File: src/rtl/usb_pkt_rx_if.sv
// Receive-side byte stream from the USB PHY/UTMI layer into the packet decoder.
//   rx_active : high for the duration of one packet, falling edge marks EOP
//   rx_valid  : rx_data carries a new byte this cycle
//   rx_data   : received byte, bit 0 is the first bit on the wire
// master = PHY side (drives), slave = packet decoder (receives).
interface usb_pkt_rx_if;
  logic       rx_active;
  logic       rx_valid;
  logic [7:0] rx_data;

  modport master (output rx_active, rx_valid, rx_data);
  modport slave  (input  rx_active, rx_valid, rx_data);
endinterface

File: src/rtl/usb_pkt_rx.sv
// USB packet receiver: decodes the PID, checks CRC5 on tokens and CRC16 on
// DATA packets, checks packet lengths, and publishes the last good token,
// DATA payload and handshake PID with one-cycle update/error pulses.
// Ports:
//   clk, rst      : clock, asynchronous active-low reset
//   rx            : byte stream from the PHY (usb_pkt_rx_if.slave)
//   token         : {pid[3:0], pid[7:4], byte1, byte2} of last good token
//   token_valid   : pulse when token updates; firtsPachet pulses with it
//   setup_data    : last good DATA packet bytes, first byte in the MSBs
//   data_valid    : pulse when setup_data/data_len update
//   data_len      : byte count (PID+payload+CRC16) of last good DATA packet
//   hsk_pid       : pid[3:0] of last good handshake; hsk_valid pulses on update
//   pid_err, crc_err, len_err : one-cycle error pulses, at most one per packet
module usb_pkt_rx #(
  parameter int unsigned MAX_BYTES = 12
) (
  input  logic                   clk,
  input  logic                   rst,
  usb_pkt_rx_if.slave            rx,
  output logic [23:0]            token,
  output logic                   token_valid,
  output logic                   firtsPachet,
  output logic [8*MAX_BYTES-1:0] setup_data,
  output logic                   data_valid,
  output logic [3:0]             data_len,
  output logic [3:0]             hsk_pid,
  output logic                   hsk_valid,
  output logic                   pid_err,
  output logic                   crc_err,
  output logic                   len_err
);

  localparam int unsigned    CW             = $clog2(MAX_BYTES + 2);
  localparam logic [CW-1:0]  CNT_MAX        = CW'(MAX_BYTES);
  localparam logic [CW-1:0]  CNT_SAT        = CW'(MAX_BYTES + 1);
  localparam logic [4:0]     CRC5_RESIDUAL  = 5'b01100;
  localparam logic [15:0]    CRC16_RESIDUAL = 16'h800D;

  typedef enum logic [2:0] {IDLE, PID, TOKEN, DATA, HSK, DISCARD} state_t;

  // Serial CRC steps, LSB of the byte first; register MSB is the x^(n-1) term.
  function automatic logic [4:0] crc5_byte(input logic [4:0] c, input logic [7:0] d);
    logic [4:0] r;
    logic       fb;
    r = c;
    for (int unsigned i = 0; i < 8; i++) begin
      fb = d[i] ^ r[4];
      r  = {r[3:0], 1'b0} ^ (fb ? 5'b00101 : 5'b00000);
    end
    return r;
  endfunction

  function automatic logic [15:0] crc16_byte(input logic [15:0] c, input logic [7:0] d);
    logic [15:0] r;
    logic        fb;
    r = c;
    for (int unsigned i = 0; i < 8; i++) begin
      fb = d[i] ^ r[15];
      r  = {r[14:0], 1'b0} ^ (fb ? 16'h8005 : 16'h0000);
    end
    return r;
  endfunction

  state_t                 state_q, state_d;
  logic                   wait_eop_q, wait_eop_d;
  logic [CW-1:0]          cnt_q, cnt_d;
  logic [4:0]             crc5_q, crc5_d;
  logic [15:0]            crc16_q, crc16_d;
  logic [7:0]             pid_q, pid_d;
  logic [15:0]            tok_bytes_q, tok_bytes_d;
  logic [8*MAX_BYTES-1:0] buf_q, buf_d;
  logic [23:0]            token_q, token_d;
  logic                   token_valid_q, token_valid_d;
  logic [8*MAX_BYTES-1:0] setup_data_q, setup_data_d;
  logic                   data_valid_q, data_valid_d;
  logic [3:0]             data_len_q, data_len_d;
  logic [3:0]             hsk_pid_q, hsk_pid_d;
  logic                   hsk_valid_q, hsk_valid_d;
  logic                   pid_err_q, pid_err_d;
  logic                   crc_err_q, crc_err_d;
  logic                   len_err_q, len_err_d;

  logic          byte_in;
  logic          eop;
  logic          pid_good;
  logic [CW-1:0] cnt_inc;

  assign byte_in  = rx.rx_active & rx.rx_valid;
  assign eop      = ~rx.rx_active;
  assign pid_good = (rx.rx_data[7:4] == ~rx.rx_data[3:0]) && (rx.rx_data[1:0] != 2'b00);
  assign cnt_inc  = (cnt_q == CNT_SAT) ? cnt_q : cnt_q + 1'b1;

  // State and datapath registers.
  always_ff @(posedge clk or negedge rst) begin
    if (!rst) begin
      state_q       <= IDLE;
      wait_eop_q    <= 1'b1;
      cnt_q         <= '0;
      crc5_q        <= '0;
      crc16_q       <= '0;
      pid_q         <= '0;
      tok_bytes_q   <= '0;
      buf_q         <= '0;
      token_q       <= '0;
      token_valid_q <= 1'b0;
      setup_data_q  <= '0;
      data_valid_q  <= 1'b0;
      data_len_q    <= '0;
      hsk_pid_q     <= '0;
      hsk_valid_q   <= 1'b0;
      pid_err_q     <= 1'b0;
      crc_err_q     <= 1'b0;
      len_err_q     <= 1'b0;
    end else begin
      state_q       <= state_d;
      wait_eop_q    <= wait_eop_d;
      cnt_q         <= cnt_d;
      crc5_q        <= crc5_d;
      crc16_q       <= crc16_d;
      pid_q         <= pid_d;
      tok_bytes_q   <= tok_bytes_d;
      buf_q         <= buf_d;
      token_q       <= token_d;
      token_valid_q <= token_valid_d;
      setup_data_q  <= setup_data_d;
      data_valid_q  <= data_valid_d;
      data_len_q    <= data_len_d;
      hsk_pid_q     <= hsk_pid_d;
      hsk_valid_q   <= hsk_valid_d;
      pid_err_q     <= pid_err_d;
      crc_err_q     <= crc_err_d;
      len_err_q     <= len_err_d;
    end
  end

  // Next-state logic. wait_eop_q holds off packet start after a reset that
  // lands mid-packet, so the tail of that packet is never decoded.
  always_comb begin
    state_d = state_q;
    unique case (state_q)
      IDLE:    if (rx.rx_active && !wait_eop_q) state_d = PID;
      PID: begin
        if (eop) begin
          state_d = IDLE;
        end else if (rx.rx_valid) begin
          if (!pid_good) begin
            state_d = DISCARD;
          end else begin
            unique case (rx.rx_data[1:0])
              2'b01:   state_d = TOKEN;
              2'b11:   state_d = DATA;
              default: state_d = HSK;
            endcase
          end
        end
      end
      TOKEN, HSK: if (eop) state_d = IDLE;
      DATA: begin
        if (eop)                             state_d = IDLE;
        else if (byte_in && cnt_q >= CNT_MAX) state_d = DISCARD;
      end
      DISCARD: if (eop) state_d = IDLE;
      default: state_d = IDLE;
    endcase
  end

  // Datapath and output logic. cnt_q counts every byte including the PID.
  always_comb begin
    wait_eop_d    = wait_eop_q & rx.rx_active;
    cnt_d         = cnt_q;
    crc5_d        = crc5_q;
    crc16_d       = crc16_q;
    pid_d         = pid_q;
    tok_bytes_d   = tok_bytes_q;
    buf_d         = buf_q;
    token_d       = token_q;
    setup_data_d  = setup_data_q;
    data_len_d    = data_len_q;
    hsk_pid_d     = hsk_pid_q;
    token_valid_d = 1'b0;
    data_valid_d  = 1'b0;
    hsk_valid_d   = 1'b0;
    pid_err_d     = 1'b0;
    crc_err_d     = 1'b0;
    len_err_d     = 1'b0;

    unique case (state_q)
      PID: begin
        if (byte_in) begin
          pid_d                         = rx.rx_data;
          cnt_d                         = CW'(1);
          crc5_d                        = '1;
          crc16_d                       = '1;
          tok_bytes_d                   = '0;
          buf_d                         = '0;
          buf_d[8*MAX_BYTES-1 -: 8]     = rx.rx_data;
          if (!pid_good) pid_err_d      = 1'b1;
        end
      end
      TOKEN: begin
        if (byte_in) begin
          cnt_d  = cnt_inc;
          crc5_d = crc5_byte(crc5_q, rx.rx_data);
          if (cnt_q == CW'(1))      tok_bytes_d[15:8] = rx.rx_data;
          else if (cnt_q == CW'(2)) tok_bytes_d[7:0]  = rx.rx_data;
        end else if (eop) begin
          if (cnt_q != CW'(3)) begin
            len_err_d = 1'b1;
          end else if (crc5_q != CRC5_RESIDUAL) begin
            crc_err_d = 1'b1;
          end else begin
            token_d       = {pid_q[3:0], pid_q[7:4], tok_bytes_q};
            token_valid_d = 1'b1;
          end
        end
      end
      DATA: begin
        if (byte_in) begin
          if (cnt_q >= CNT_MAX) begin
            len_err_d = 1'b1;
          end else begin
            cnt_d   = cnt_q + 1'b1;
            crc16_d = crc16_byte(crc16_q, rx.rx_data);
            for (int unsigned i = 1; i < MAX_BYTES; i++) begin
              if (cnt_q == CW'(i)) buf_d[8*(MAX_BYTES-1-i) +: 8] = rx.rx_data;
            end
          end
        end else if (eop) begin
          if (cnt_q < CW'(3)) begin
            len_err_d = 1'b1;
          end else if (crc16_q != CRC16_RESIDUAL) begin
            crc_err_d = 1'b1;
          end else begin
            setup_data_d = buf_q;
            data_len_d   = 4'(cnt_q);
            data_valid_d = 1'b1;
          end
        end
      end
      HSK: begin
        if (byte_in) begin
          cnt_d = cnt_inc;
        end else if (eop) begin
          if (cnt_q != CW'(1)) begin
            len_err_d = 1'b1;
          end else begin
            hsk_pid_d   = pid_q[3:0];
            hsk_valid_d = 1'b1;
          end
        end
      end
      default: ;
    endcase
  end

  assign token       = token_q;
  assign token_valid = token_valid_q;
  assign firtsPachet = token_valid_q;
  assign setup_data  = setup_data_q;
  assign data_valid  = data_valid_q;
  assign data_len    = data_len_q;
  assign hsk_pid     = hsk_pid_q;
  assign hsk_valid   = hsk_valid_q;
  assign pid_err     = pid_err_q;
  assign crc_err     = crc_err_q;
  assign len_err     = len_err_q;

endmodule

File: src/flat_wrapper.sv
// flat-port wrapper written by rule: the top's interface ports become plain ports
module usb_pkt_rx_flat 
#(
  parameter int unsigned MAX_BYTES = 12
)
  (clk, rst, token, token_valid, firtsPachet, setup_data, data_valid, data_len, hsk_pid, hsk_valid, pid_err, crc_err, len_err, rx_rx_active, rx_rx_valid, rx_rx_data);
  usb_pkt_rx_if rx_i ();
  input  logic clk;
  input  logic rst;
  output logic [23:0] token;
  output logic token_valid;
  output logic firtsPachet;
  output logic [8*MAX_BYTES-1:0] setup_data;
  output logic data_valid;
  output logic [3:0] data_len;
  output logic [3:0] hsk_pid;
  output logic hsk_valid;
  output logic pid_err;
  output logic crc_err;
  output logic len_err;
  input wire logic [$bits(rx_i.rx_active)-1:0] rx_rx_active;
  input wire logic [$bits(rx_i.rx_valid)-1:0] rx_rx_valid;
  input wire logic [$bits(rx_i.rx_data)-1:0] rx_rx_data;
  assign rx_i.rx_active = rx_rx_active;
  assign rx_i.rx_valid = rx_rx_valid;
  assign rx_i.rx_data = rx_rx_data;
  usb_pkt_rx #(.MAX_BYTES(MAX_BYTES)) u_core (.clk(clk), .rst(rst), .rx(rx_i), .token(token), .token_valid(token_valid), .firtsPachet(firtsPachet), .setup_data(setup_data), .data_valid(data_valid), .data_len(data_len), .hsk_pid(hsk_pid), .hsk_valid(hsk_valid), .pid_err(pid_err), .crc_err(crc_err), .len_err(len_err));
endmodule
File: config.mk
export PLATFORM = sky130hd
export DESIGN_NAME = usb_pkt_rx_flat
export DESIGN_NICKNAME = d
export VERILOG_FILES = /design/src/rtl/usb_pkt_rx_if.sv /design/src/rtl/usb_pkt_rx.sv /design/src/flat_wrapper.sv
export SDC_FILE = /design/constraint.sdc
export NUM_CORES = 1
export LEC_CHECK = 0
export ABC_AREA = 0
export BUFFER_PORTS_ARGS = -buffer_cell sky130_fd_sc_hd__buf_2
export CAP_MARGIN = 0
export CORE_MARGIN = 2
export CORE_UTILIZATION = 45
export DETAILED_ROUTE_END_ITERATION = 16
export SLEW_MARGIN = 20
export SYNTH_ARGS = -nofsm -noshare
export SYNTH_HDL_FRONTEND = slang
export SYNTH_SLANG_ARGS = --single-unit
File: constraint.sdc
create_clock -name clk -period 2.2 [get_ports clk]
set_input_delay 0.44 -clock clk [delete_from_list [all_inputs] [get_ports clk]]
set_output_delay 0.44 -clock clk [all_outputs]
set_load 0.01 [all_outputs]
# After elaboration in Yosys (flattened, before gate mapping)
# Cells that the tools add are included.
classes:
  add_sub_neg: 1
  magnitude_cmp: 2
  eq_ne: 48
  mux: 94
  bitwise_logic: 42
  n_reduce_logical: 32
op_table:
  columns: ["operator", "count"]
  rows:
  - ["$mux W88", 3]
  - ["$mux W16", 13]
  - ["$pmux W88 S2", 1]
  - ["$xor A16 B16 Y16", 8]
  - ["$mux W8", 12]
  - ["$reduce_and A5 Y1", 14]
  - ["$pmux W16 S2", 2]
  - ["$mux W3", 15]
  - ["$xor A5 B5 Y5", 8]
  - ["$ne A2 B1 Y1 const B", 18]
  - ["$mux W1", 35]
  - ["$eq A4 B4 Y1 const B", 5]
  - ["$mux W4", 5]
  - ["$eq A4 B3 Y1 const B", 4]
  - ["$ne A16 B16 Y1 const B", 1]
  - ["$reduce_and A4 Y1", 4]
  - ["$xor A1 B1 Y1", 16]
  - ["$pmux W3 S4", 1]
  - ["$pmux W4 S3", 1]
  - ["$mux W5", 2]
  - ["$pmux W5 S2", 1]
  - ["$eq A4 B2 Y1 const B", 2]
  - ["$ne A2 B2 Y1 const B", 4]
  - ["$not A1 Y1", 7]
  - ["other kinds (30)", 37]
word_totals:
  reg_bits: 275
  in_bits: 12
  output_inout_bits: 135
  wordCells: 248

# Longest topological paths before layout
logic_depth:
  depth_word: 27
  mapped_depth: 8
  ltp_nobuf: 7

# Least setup slack after synthesis
# Ideal clock, no wire load.
synth_path:
  path_kind: "reg-to-reg"
  start: "reg u_core.crc5_q[1]"
  end: "reg u_core.token_q[0] (netlist: u_core.token[0])"
  setup_time_ps: 125
  t_arrival_ps: 1820
  required_time_ps: 2075
  slack_ps: 255
  path_stages_with_launch: 5
  path_buffers: 1
  synth_period_minus_slack_ps: 1945
  cell_sequence: "dfrtp_1 > or4_1 > nor4_4 > buf_4 > mux2_2"
synth_via:
  elab_chain_cells: 3
synth_rtl:
  columns: ["item", "line_no", "text"]
  rows:
  - ["start, declared", "usb_pkt_rx.sv:67", "logic [4:0] crc5_q, crc5_d;"]
  - ["start signal, assigned", "usb_pkt_rx.sv:118", "crc5_q <= crc5_d;"]
  - ["$ne A5 B4 Y1", "usb_pkt_rx.sv:209", "end else if (crc5_q != CRC5_RESIDUAL) begin"]
  - ["$not A1 Y1 (no source line)", null, null]
  - ["$reduce_and A5 Y1 (no source line)", null, null]
  - ["end signal, assigned", "usb_pkt_rx.sv:123", "token_q <= token_d;"]
  - ["end, declared", "usb_pkt_rx.sv:72", "logic [23:0] token_q, token_d;"]
# Every way passes these cells.
# A chain may end at the register's enable or synchronous reset.

# Worst setup path after layout
layout_path:
  start: "reg u_core.crc16_q[9]"
  end: "reg u_core.setup_data_q[68] (netlist: u_core.setup_data[68])"
layout_via:
  elab_chain_cells: 3
layout_rtl:
  columns: ["item", "line_no", "text"]
  rows:
  - ["start, declared", "usb_pkt_rx.sv:68", "logic [15:0] crc16_q, crc16_d;"]
  - ["start signal, assigned", "usb_pkt_rx.sv:119", "crc16_q <= crc16_d;"]
  - ["$ne A16 B16 Y1", "usb_pkt_rx.sv:231", "end else if (crc16_q != CRC16_RESIDUAL) begin"]
  - ["$not A1 Y1 (no source line)", null, null]
  - ["$reduce_and A5 Y1 (no source line)", null, null]
  - ["end signal, assigned", "usb_pkt_rx.sv:125", "setup_data_q <= setup_data_d;"]
  - ["end, declared", "usb_pkt_rx.sv:74", "logic [8*MAX_BYTES-1:0] setup_data_q, setup_data_d;"]
# Every way passes these cells.

==> impl_metrics.yaml <==
run_status:
  status: "finished, final reports clean"
clock_tree:
  cts_tree: "yes"
  cts_num_sinks: 275
  root_buffer: "clkbuf_16"
  clk_pin_slew_ns: 0.06
  htreeDepth: 1
  cts-buffers-inserted: 29
  clockBufferDepth: 3
  clock_latency_ns: 0.54
layout:
  layout-drive-gt1-share: 0.474
  layout_commonest_cell: "dfrtp_1"
  area_growth_pct: 22.8
  final_cell_area_um2: 13900
  layout_common_cells: "274 x dfrtp_1, 208 x mux2_2, 145 x buf_2, 76 x nand2_1, 58 x buf_4"
  finalNetCount: 1028
  n_fill_cell: 2123
  insertedDiodeCount: 0
timing:
  setup_viol: 0
  tightestPinTransition_ns: 0.767
  fin_worst_skew_ns: 0.00765
  hold_viol: 0
  fin_crit_sh: 0.967
  grt_setup_unrepaired: "no"
  slew_violations: 0
  tns_ns: 0
  fmax_mhz: 470
  timing.final.crit_period_ns: 2.13
  slew_headroom: 0.488
floorplanning:
  dieWidth_um: 163
  io_pins: 147
  start_util: 0.454
  placementRows: 58
  core_um2: 25000
  die_y_um: 163
  die_area_um2: 26400
power:
  power.density_nw_per_um2: 892
  p_leak_uw: 0.00714
  ir_drop_uv: 482
min_path:
  hold_class: "primary input to flop"
  hold_end: "u_core.buf_q[95]$_DFFE_PN0P_"
  min_path_cells: 3
  min-delay-start: "rx_rx_data[7]"
setup_path:
  cp_slowest_cell: "dfrtp_1"
  cp_max_fo: 15
  ff2ff_path_depth: 6
  crit_buf_inv: 2
  crit_path_frequent_cell: "buf_12"
  setup.worst_path.start_class: "flop"
  path_cells: "nor4b_2 -> nand4_1 -> nor4b_4 -> buf_12 -> buf_12 -> mux2_2"
  r2r_end: "u_core.setup_data[68]$_DFFE_PN0P_"
  max_stage_delay_ns: 0.39
  cp.required_ns: 2.62
  worstSetupEndpointType: "flop"
  crit_family: "simple AND/OR/NAND/NOR gates"
  path_class: "flop to flop"
  r2r_start: "u_core.crc16_q[9]$_DFFE_PN0P_"
  cp.arrival_ns: 2.55
  r2r_setup_slack_ns: 0.07
detailed_routing:
  drc: 0
  drt-total-wl_um: 25000
  routed_via_density: 5.09
  final_antenna_net_count: 0
  avgRoutedWirePerCell_um: 18.3
  dr.first_iter.drc_count: 344
  num_vias: 6940
  first_pass_iters: 4
yosys:
  synth_edf_count: 0
  syn-num-nets: 832
  ys_warn_count: 0
  synth_top_cell_by_area: "dfrtp_1"
  async_flop_share: 1.00
  synth_fa_ha_area_frac: 0.00442
  synth-seq-area-share: 0.608
  ys_seq_elements: 275
  syn_area_um2: 11300
  synth_xor_area_frac: 0.0378
  yosys.area_share.simple: 0.0646
  synth_area_leaders: "dfrtp_1 61%, mux2_2 21%, nand2_1 2.5%"
  synth_flop_cell: "dfrtp_1"
  synth_top_family_by_area: "multiplexers"
  syn_avg_cell_area_um2: 13.9
  synth_compound_area_frac: 0.0485
  synth_top_area_frac: 0.606
  syn_inst: 816
  netlist-cell-type-count: 59
  synthMuxAreaShare: 0.209
global_routing:
  grt_max_degree: 69
  grt_usage: 0.194
  grt_pass1_wl_um: 40400
  use_met3: 0.0471
  grt_remaining_overflow: 0
  use_met1: 0.273
  grt_most_used_layer: "met2"
  grt_pass1_vias: 7186
  use_met2: 0.309
  antenna_found_initial: 0
placement:
  dpl_cell_area_um2: 12900
  gp_congestion: 0.798
  numPortBuffers: 146
  dp_hpwl_um: 17100
run:
  drv_cap: 0
## flip-flops by register name (all words and copies together), names as in the netlist, 3 cells and up
signal	flops
u_core.crc16_q	16
u_core.token	24
u_core.buf_q	96
u_core.crc5_q	5
u_core.hsk_pid	4
u_core.setup_data	96
u_core.tok_bytes_q	16
u_core.data_len	4
u_core.state_q	3
u_core.cnt_q	4
## final cells by class
type / count / area (um2) / area share
well taps: 330 / 413 / 0.0297
inverters: 5 / 18.8 / 0.00135
clock buffers: 42 / 855 / 0.0615
repair buffers: 217 / 1430 / 0.103
multi-input cells: 484 / 4140 / 0.298
clock inverters: 10 / 160 / 0.0115
flip-flops and latches: 275 / 6880 / 0.495
## worst max-delay path by stage
stage                                        from  cells after the start                                 to
global route        u_core.state_q[2]$_DFFE_PN0P_                      5      u_core.crc16_q[7]$_DFFE_PN0P_
CTS                 u_core.crc16_q[9]$_DFFE_PN0P_                      6  u_core.setup_data[22]$_DFFE_PN0P_
finish              u_core.crc16_q[9]$_DFFE_PN0P_                      6  u_core.setup_data[68]$_DFFE_PN0P_
floorplan            u_core.crc5_q[1]$_DFFE_PN0P_                      4        u_core.token[0]$_DFFE_PN0P_
global placement    u_core.crc16_q[9]$_DFFE_PN0P_                      6  u_core.setup_data[12]$_DFFE_PN0P_
detailed placement  u_core.crc16_q[9]$_DFFE_PN0P_                      6  u_core.setup_data[22]$_DFFE_PN0P_
## stage by stage
step	std cells	hold slack (ns)	setup slack, ns	total power [uW]	util
4_1_cts	1363	0.231	0.0652	12500	0.557
3_5_place_dp	1310	0.364	-0.0299	7370	0.515
6_report	1363	0.247	0.0736	12400	0.557
5_1_grt	1363	0.275	0.00864	13000	0.557
2_1_floorplan	816	0.144	0.255	6640	-
3_3_place_gp	1310	0.369	-0.0186	7360	0.515
## Yosys cell counts (5+ instances only)
master    count
nand2_1      76
a21oi_1      13
xnor2_1      21
mux2_2      208
nor3_1       11
a31oi_1       5
and2_0        8
buf_6         9
a21oi_2       8
xor2_1       15
inv_1         5
buf_2        13
o22a_1       13
clkbuf_1     24
buf_4         5
o21ai_0      27
and2_1       10
dfrtp_1     274
nor2_1        9
nand3_1       5
## tightest hold or removal path: stages
cell and delay, ns:
buf_2 0.18, nand2_1 0.08, nand2_1 0.04
## what timing repair did
action	4_1_cts	5_1_grt
hold endpoints to repair	38	0
setup buffers	0	0
gates resized for setup	1	1
hold buffers	1	0
pin swaps	0	1
setup endpoints to repair	81	70
## cells by family after synthesis
| kind of cell | count (synthesis) |
|---|---|
| AOI/OAI and AO/OA | 82 |
| xor gates and xnor gates | 41 |
| adders and majority gates | 4 |
| buffers and inverters | 57 |
| DFF | 275 |
| muxes | 210 |
| and+or+nand+nor | 147 |
## where the power goes
group	switching (uW)	internal, uW
combinational	993	793
sequential	233	5270
clock	1950	3150
total	3180	9210
## per-layer routing
metal  vias to the layer above  part of all wire
met4                         0             0.013
met5                         -                 0
met2                       135              0.46
met3                        26             0.057
met1                      3533              0.47
li1                       3246                 -
Note: power is estimated with default switching activity, not from simulation.
